[src/rtl/link_pkg.sv]
// Shared types and constants for the link-cable serial transfer engine.
package link_pkg;

   typedef enum logic [1:0] {
      ST_IDLE,
      ST_LOW,
      ST_HIGH
   } state_t;

   localparam int SC_START      = 7;
   localparam int SC_CLKSEL     = 0;
   localparam logic [5:0] SC_RD_FILL = 6'b111111;
   localparam int BITS_PER_XFER = 8;

   // SC read image: unused bits read back as ones.
   function automatic logic [7:0] sc_pack(input logic busy, input logic clk_sel);
      return {busy, SC_RD_FILL, clk_sel};
   endfunction

endpackage

[src/rtl/link_serial_if.sv]
// CPU register-bus view of the serial port: SB/SC write strobes, read values, interrupt.
interface link_serial_if;
   logic       wr_sb;
   logic       wr_sc;
   logic [7:0] din;
   logic [7:0] sb;
   logic [7:0] sc;
   logic       irq;
   logic       busy;

   modport master (
      output wr_sb, wr_sc, din,
      input  sb, sc, irq, busy
   );

   modport slave (
      input  wr_sb, wr_sc, din,
      output sb, sc, irq, busy
   );
endinterface

[src/rtl/link_sync.sv]
// Multi-flop synchronizer for an asynchronous cable pin, with rise/fall pulses on the synced level.
module link_sync #(
   parameter int   SYNC_STAGES = 2,
   parameter logic RST_VAL     = 1'b1
) (
   input  logic clk,
   input  logic rst,
   input  logic async_in,
   output logic level,
   output logic rise,
   output logic fall
);

   logic [SYNC_STAGES-1:0] sync_p;
   logic                   level_prev;

   always_ff @(posedge clk) begin
      if (rst) begin
         sync_p     <= {SYNC_STAGES{RST_VAL}};
         level_prev <= RST_VAL;
      end else begin
         sync_p     <= {sync_p[SYNC_STAGES-2:0], async_in};
         level_prev <= sync_p[SYNC_STAGES-1];
      end
   end

   assign level = sync_p[SYNC_STAGES-1];
   assign rise  = level & ~level_prev;
   assign fall  = ~level & level_prev;

endmodule

[src/rtl/link_serial.sv]
// Serial-port transfer engine: SB shift register, SC control, internal divider or external
// cable clock, one-clock completion interrupt.
module link_serial
   import link_pkg::*;
#(
   parameter int HALF_DIV    = 256,
   parameter int SYNC_STAGES = 2
) (
   input  logic          clk,
   input  logic          rst,
   input  logic          ce,
   link_serial_if.slave  bus,
   input  logic          sclk_in,
   input  logic          sdata_in,
   output logic          sclk_out,
   output logic          sdata_out
);

   localparam int DIV_W = $clog2(HALF_DIV);
   localparam int CNT_W = $clog2(BITS_PER_XFER + 1);

   state_t            state, state_n;
   logic              clk_sel, clk_sel_n;
   logic [7:0]        shift_reg, shift_reg_n;
   logic [CNT_W-1:0]  cnt, cnt_n;
   logic [DIV_W-1:0]  div, div_n;
   logic              sclk_n, sdo_n;
   logic              irq_pulse, irq_n;
   logic              busy;
   logic              rise_ev, fall_ev;

   logic sclk_level, sclk_rise, sclk_fall;
   logic sdi_level, sdi_rise, sdi_fall;
   logic unused_sync_bits;

   link_sync #(.SYNC_STAGES(SYNC_STAGES), .RST_VAL(1'b1)) u_sync_sclk (
      .clk      (clk),
      .rst      (rst),
      .async_in (sclk_in),
      .level    (sclk_level),
      .rise     (sclk_rise),
      .fall     (sclk_fall)
   );

   link_sync #(.SYNC_STAGES(SYNC_STAGES), .RST_VAL(1'b1)) u_sync_sdata (
      .clk      (clk),
      .rst      (rst),
      .async_in (sdata_in),
      .level    (sdi_level),
      .rise     (sdi_rise),
      .fall     (sdi_fall)
   );

   assign unused_sync_bits = sclk_level ^ sdi_rise ^ sdi_fall;

   assign busy = (state != ST_IDLE);

   always_ff @(posedge clk) begin
      if (rst) begin
         state     <= ST_IDLE;
         clk_sel   <= 1'b0;
         shift_reg <= 8'h00;
         cnt       <= '0;
         div       <= '0;
         sclk_out  <= 1'b1;
         sdata_out <= 1'b1;
         irq_pulse <= 1'b0;
      end else begin
         state     <= state_n;
         clk_sel   <= clk_sel_n;
         shift_reg <= shift_reg_n;
         cnt       <= cnt_n;
         div       <= div_n;
         sclk_out  <= sclk_n;
         sdata_out <= sdo_n;
         irq_pulse <= irq_n;
      end
   end

   always_comb begin
      state_n     = state;
      clk_sel_n   = clk_sel;
      shift_reg_n = shift_reg;
      cnt_n       = cnt;
      div_n       = div;
      sclk_n      = sclk_out;
      sdo_n       = sdata_out;
      irq_n       = 1'b0;
      rise_ev     = 1'b0;
      fall_ev     = 1'b0;

      // Edge source: divider in internal mode, synchronized cable clock otherwise.
      if (busy) begin
         if (clk_sel) begin
            if (ce) begin
               if (div == DIV_W'(HALF_DIV - 1)) begin
                  div_n = '0;
                  if (state == ST_LOW) rise_ev = 1'b1;
                  else                 fall_ev = 1'b1;
               end else begin
                  div_n = div + 1'b1;
               end
            end
         end else begin
            rise_ev = sclk_rise;
            fall_ev = sclk_fall;
         end
      end

      if (fall_ev) begin
         sdo_n   = shift_reg[7];
         state_n = ST_LOW;
         if (clk_sel) sclk_n = 1'b0;
      end

      if (rise_ev) begin
         shift_reg_n = {shift_reg[6:0], sdi_level};
         state_n     = ST_HIGH;
         if (clk_sel) sclk_n = 1'b1;
         if (cnt == CNT_W'(BITS_PER_XFER - 1)) begin
            cnt_n   = '0;
            irq_n   = 1'b1;
            state_n = ST_IDLE;
         end else begin
            cnt_n = cnt + 1'b1;
         end
      end

      // A CPU write to SC overrides any serial event in the same cycle; irq is kept.
      if (bus.wr_sc) begin
         clk_sel_n = bus.din[SC_CLKSEL];
         cnt_n     = '0;
         div_n     = '0;
         if (bus.din[SC_START]) begin
            state_n = ST_LOW;
            sdo_n   = shift_reg[7];
            sclk_n  = ~bus.din[SC_CLKSEL];
         end else begin
            state_n = ST_IDLE;
            sclk_n  = 1'b1;
         end
      end else if (bus.wr_sb && !busy) begin
         shift_reg_n = bus.din;
      end
   end

   assign bus.sb   = shift_reg;
   assign bus.sc   = sc_pack(busy, clk_sel);
   assign bus.irq  = irq_pulse;
   assign bus.busy = busy;

endmodule

[src/flat_wrapper.sv]
// flat-port wrapper written by rule: the top's interface ports become plain ports
module link_serial_flat import link_pkg::*;
#(
   parameter int HALF_DIV    = 256,
   parameter int SYNC_STAGES = 2
)
  (clk, rst, ce, sclk_in, sdata_in, sclk_out, sdata_out, bus_wr_sb, bus_wr_sc, bus_din, bus_sb, bus_sc, bus_irq, bus_busy);
  link_serial_if bus_i ();
  input  logic clk;
  input  logic rst;
  input  logic ce;
  input  logic sclk_in;
  input  logic sdata_in;
  output logic sclk_out;
  output logic sdata_out;
  input wire logic [$bits(bus_i.wr_sb)-1:0] bus_wr_sb;
  input wire logic [$bits(bus_i.wr_sc)-1:0] bus_wr_sc;
  input wire logic [$bits(bus_i.din)-1:0] bus_din;
  output wire logic [$bits(bus_i.sb)-1:0] bus_sb;
  output wire logic [$bits(bus_i.sc)-1:0] bus_sc;
  output wire logic [$bits(bus_i.irq)-1:0] bus_irq;
  output wire logic [$bits(bus_i.busy)-1:0] bus_busy;
  assign bus_i.wr_sb = bus_wr_sb;
  assign bus_i.wr_sc = bus_wr_sc;
  assign bus_i.din = bus_din;
  assign bus_sb = bus_i.sb;
  assign bus_sc = bus_i.sc;
  assign bus_irq = bus_i.irq;
  assign bus_busy = bus_i.busy;
  link_serial #(.HALF_DIV(HALF_DIV), .SYNC_STAGES(SYNC_STAGES)) u_core (.clk(clk), .rst(rst), .ce(ce), .bus(bus_i), .sclk_in(sclk_in), .sdata_in(sdata_in), .sclk_out(sclk_out), .sdata_out(sdata_out));
endmodule
[config.mk]
export PLATFORM = sky130hd
export DESIGN_NAME = link_serial_flat
export DESIGN_NICKNAME = d
export VERILOG_FILES = /design/src/rtl/link_pkg.sv /design/src/rtl/link_serial_if.sv /design/src/rtl/link_sync.sv /design/src/rtl/link_serial.sv /design/src/flat_wrapper.sv
export SDC_FILE = /design/constraint.sdc
export NUM_CORES = 1
export LEC_CHECK = 0
export CAP_MARGIN = 30
export CORE_ASPECT_RATIO = 1.1
export CORE_MARGIN = 2
export CORE_UTILIZATION = 40
export CTS_CLUSTER_DIAMETER = 150
export DETAILED_ROUTE_END_ITERATION = 16
export PLACE_DENSITY = 0.66
export SLEW_MARGIN = 30
export SYNTH_ARGS = -nofsm -noshare
export SYNTH_HDL_FRONTEND = slang
export SYNTH_SLANG_ARGS = --single-unit
[constraint.sdc]
create_clock -name clk -period 3.2 [get_ports clk]
set_input_delay 0.96 -clock clk [delete_from_list [all_inputs] [get_ports clk]]
set_output_delay 0.96 -clock clk [all_outputs]
set_load 0.1 [all_outputs]
# Word-level counts from Yosys, hierarchy flattened

Cells that the tools add are included.

Register bits: 31
Input bits: 15
Output and inout port bits: 20
Word-level logic and storage cells: 59

Add/subtract/negate cells: 2
Equal/unequal tests: 3
Mux-type cells: 30
Bitwise operators: 6
Reduce and logical (&&, ||, !) cells: 7

Operator list:

| operator                                                         | count |
|---|---|
| 8-bit 2-to-1 mux                                                 | 4 |
| 1-bit 2-to-1 mux                                                 | 21 |
| 8-bit by 1-bit adder with 8-bit output (second input constant)   | 1 |
| 8-bit == test (second input constant)                            | 1 |
| 2-bit 2-to-1 mux                                                 | 4 |
| 4-bit by 1-bit adder with 4-bit output (second input constant)   | 1 |
| 4-bit by 3-bit == test with 1-bit output (second input constant) | 1 |
| 4-bit 2-to-1 mux                                                 | 1 |
| 1-bit NOT                                                        | 4 |
| 2-bit OR reduction                                               | 2 |
| 3-bit AND reduction                                              | 1 |
| 3-bit nonzero test                                               | 1 |
| 1-bit bitwise AND                                                | 2 |
| 2-bit by 1-bit == test with 1-bit output (second input constant) | 1 |
| 2-bit nonzero test                                               | 1 |
| 1-bit logical AND                                                | 1 |
| 1-bit zero test                                                  | 1 |

# Depth between registers and ports, before layout

Word-level depth: 10
Depth in mapped cells: 7
Gate-level depth less buffers: 5

# Cells and area by module

A second synthesis with hierarchy kept.

Cells, all modules: 179
Area total of the unflattened synthesis: 1,582.8 um^2

By module, submodules not included:

| module      | instances | cells an instance | area each (um^2) | seq. area each (um^2) |
|---|---|---|---|---|
| link_serial | 1         | 163               | 1,397.6          | 520.5 |
| link_sync   | 2         | 8                 | 92.6             | 60.1 |

# Least setup slack after synthesis

Ideal clock, no wire load.

Path type: flip-flop to output port
From: register u_core.state[1]
To: output bus_sc[7]
Data arrival time: 1,532 ps
Slack: 708 ps
Cell stages (with the launch flop): 4
Cells stage by stage: dfxtp_1 -> nor2_1 -> inv_1 -> buf_4

Longest elaborated chain between the ends: 1

RTL lines:

| item                   | RTL line           | text |
|---|---|---|
| start, declared        | link_serial.sv:22  | `state_t state, state_n;` |
| start signal, assigned | link_serial.sv:69  | `state <= state_n;` |
| 2-bit nonzero test     | link_serial.sv:56  | `assign busy = (state != ST_IDLE);` |
| end, declared          | flat_wrapper.sv:20 | `output wire logic [$bits(bus_i.sc)-1:0] bus_sc;` |

No other way between the ends.

# Final worst setup path

From: input ce
To: register u_core.shift_reg[0], in the netlist u_core.bus.sb[0]

Longest elaborated chain between the ends: 6

RTL lines:

| item                 | RTL line           | text |
|---|---|---|
| start, declared      | flat_wrapper.sv:11 | `input logic ce;` |
| 1-bit 2-to-1 mux *   | link_serial.sv:95  | `if (ce) begin` |
| 1-bit 2-to-1 mux *   | link_serial.sv:94  | `if (clk_sel) begin` |
| 1-bit 2-to-1 mux *   | link_serial.sv:93  | `if (busy) begin` |
| 8-bit 2-to-1 mux *   | link_serial.sv:116 | `if (rise_ev) begin` |
| 8-bit 2-to-1 mux     | link_serial.sv:142 | `end else if (bus.wr_sb && !busy) begin` |
| 8-bit 2-to-1 mux *   | link_serial.sv:130 | `if (bus.wr_sc) begin` |
| end signal, assigned | link_serial.sv:71  | `shift_reg <= shift_reg_n;` |
| end, declared        | link_serial.sv:24  | `logic [7:0] shift_reg, shift_reg_n;` |

Every way passes the cells marked *; elsewhere a longest branch is shown, timed or not.
A chain may end at the register's enable or synchronous reset.

==> flow_metrics.py <==
metrics = {
    "finish": {
        "diodes": 0,
        "nets": 223,
        "finalNonFillerCells": 257,
        "nFillCells": 373,
        "areaGrowthSynthToFinish_pct": 22.3,
        "drive_gt1_frac": 0.188,
    },
    "worst_setup_path": {
        "cp.arrival_ns": 2.90,
        "cp_max_fo": 11,
        "cp-end-kind": "register",
        "required_ns": 3.37,
        "r2r-start": "u_core.clk_sel",
        "critPathLaunchType": "input pin",
        "critPathKind": "input pin to register",
        "timing.rr.end": "u_core.bus.sb[0]",
        "r2r_cells": 4,
        "r2r_slack_ns": 0.97,
    },
    "synthesis": {
        "synthArstFlopShare": 0,
        "synth_ff_type": "dfxtp_1",
        "synth_cells": 180,
        "ys_warn_count": 0,
        "syn_area_um2": 1570,
        "synth.largest_area_cell": "dfxtp_1",
        "yosys-top-cells-count": "dfxtp_1 (31), nor2_1 (27), nand2_1 (10)",
        "synthTopCellsByArea": "dfxtp_1 (39%), a2111oi_2 (6.7%), nor2_1 (6.4%)",
        "yosysMostFrequentCell": "dfxtp_1",
        "synth_edf_count": 0,
        "synth.top_cell.area_share": 0.394,
        "synth.yosys.seq_area_share": 0.394,
        "syn_area_per_cell_um2": 8.74,
        "ys_types": 44,
        "ys_seq_elements": 31,
    },
    "sta": {
        "tightest_slew_ns": 0.587,
        "final_max_slew_viol_count": 0,
        "final.setup_skew_ns": 0.00479,
        "finalSetupTns_ns": 0,
        "rsz0062_at_grt": "no",
        "setup_viol": 0,
        "slew_headroom": 0.609,
        "final.setup.worst_slack_ns": 0.468,
        "fin_crit_sh": 0.854,
        "hold_viol": 0,
        "fmaxAchievable_mhz": 366,
        "period_needed_ns": 2.73,
    },
    "run": {
        "cap_violations": 0,
    },
    "place": {
        "dpl_worst_slack_ns": 0.182,
        "dp.cells": 249,
        "port_buffers": 28,
        "hpwl_um": 2700,
        "place_congestion": 0.803,
    },
    "power_and_ir_drop": {
        "peakVddDrop_mv": 0.257,
        "p_per_area_nw_per_um2": 497,
        "power.leakage_nw": 0.698,
        "power_mw": 0.958,
    },
    "global_route": {
        "antenna_found_initial": 0,
        "grt_max_degree": 21,
        "track_usage": 0.179,
        "grt_pass1_wl_um": 6330,
        "globalRouteOverflowTotal": 0,
        "grt_pass1_vias": 1402,
    },
    "routing": {
        "via_per_inst": 5.39,
        "wl_per_cell_um": 13.9,
        "vias": 1385,
        "wirelength_um": 3580,
        "drc_errors": 0,
        "first_pass_iters": 4,
        "drt-initial-drc-count": 20,
        "ant_nets": 0,
    },
    "floorplan": {
        "io_pins": 35,
        "fp.coreArea_um2": 3710,
        "die-width_um": 63.8,
        "die_h_um": 69.8,
        "start_util": 0.424,
        "num_rows": 23,
        "die_area_um2": 4450,
    },
    "cts": {
        "clock_sinks": 31,
        "numCtsBuffers": 5,
        "insertion_delay_ns": 0.28,
        "cts_setup_buffers": 0,
        "clk_pin_slew_worst_paths_ns": 0.06,
        "cts.hold.buffers_added": 0,
        "cts_tree": "done",
        "clockBufferDepth": 2,
        "post_cts_resized": 0,
        "cts_root_buf": "clkbuf_8",
        "htreeDepth": 2,
    },
    "worst_hold_path": {
        "min_path_type": "register to register",
        "holdPathEnd": "u_core.u_sync_sdata.sync_p[1]",
        "hold_depth": 1,
        "min_from": "u_core.u_sync_sdata.sync_p[0]",
    },
    "run_status": {
        "run_status": "finished, final reports clean",
    },
}
[state kept, by name, summed over array words and instances (netlist names), named ones only]
name                           count
u_core.div                         8
u_core.sdata_out                   1
u_core.u_sync_sclk.sync_p          2
u_core.bus.sb                      8
u_core.cnt                         4
u_core.bus.irq                     1
u_core.state                       2
u_core.u_sync_sclk.level_prev      1
u_core.u_sync_sdata.sync_p         2
u_core.clk_sel                     1
[layer usage]
layer / track usage / routed length [µm] / up-vias
met3: 0.0666 / 216 / 8
met5: 0 / 0 / -
met2: 0.303 / 1820 / 37
li1: - / - / 682
met4: 0.0845 / 59 / 0
met1: 0.196 / 1480 / 658
[worst max-delay path, stage by stage]
cell             delay [ns]
clkdlybuf4s50_1        0.48
o211ai_1               0.11
or4_1                  0.57
and2_1                 0.37
a2111oi_1              0.41
[kinds of logic (layout without fill, tap and decap cells)]
logic type / count (synthesis) / count (layout) / synth area share
buffers and inverters: 24 / 46 / 0.0835
and+or+nand+nor: 73 / 73 / 0.227
AOI/OAI and AO/OA: 39 / 39 / 0.219
DFF: 31 / 31 / 0.394
muxes: 3 / 3 / 0.0191
xor gates and xnor gates: 7 / 7 / 0.0390
adders and majority gates: 2 / 2 / 0.0159
other: 1 / 6 / 0.00238
[stage by stage]
stage	hold WS, ns	area, µm²	util
floorplan	0.389	1590	-
global placement	0.393	1830	0.492
detailed placement	0.399	1830	0.492
CTS	0.414	1930	0.519
global route	0.427	1930	0.519
finish	0.409	1930	0.519
[how the worst max path moves through the flow]
stage,startpoint,to,cells after the start
2_1_floorplan,u_core.state[1],bus_sc[7],3
5_1_grt,ce,u_core.bus.sb[0],5
4_1_cts,ce,u_core.bus.sb[0],5
3_5_place_dp,ce,u_core.bus.sb[0],5
6_report,ce,u_core.bus.sb[0],5
3_3_place_gp,ce,register,5
[layout make-up]
cell class / instances / area [µm²] / share of cell area
clock buffer: 8 / 100 / 0.0520
multi-input combinational: 130 / 841 / 0.437
timing repair buffer: 33 / 283 / 0.147
tap: 50 / 62.6 / 0.0325
sequential: 31 / 621 / 0.322
inverter: 5 / 18.8 / 0.00975
[placed cells by master (no fill, tap or decap), types with 3 or more instances in the layout]
| cell | n |
|---|---|
| clkbuf_8 | 7 |
| mux2i_1 | 3 |
| buf_4 | 19 |
| or3_1 | 3 |
| or2_2 | 5 |
| nand2_1 | 10 |
| conb_1 | 6 |
| a21oi_1 | 6 |
| nor2_1 | 27 |
| a211oi_1 | 8 |
| nor3_1 | 4 |
| xnor2_1 | 6 |
| dfxtp_1 | 31 |
| clkdlybuf4s50_1 | 14 |
| o21ai_0 | 4 |
| nand3_1 | 8 |
| a2111oi_2 | 7 |
| or4_1 | 3 |
| inv_1 | 5 |
[where the power goes]
part	total, mW	internal (mW)	leakage [nW]	switching (mW)
combinational	0.208	0.0531	0.393	0.155
sequential	0.411	0.400	0.253	0.0111
clock	0.339	0.196	0.0515	0.143
total	0.958	0.649	0.698	0.309
No activity file was read; power rests on OpenSTA's default activity.
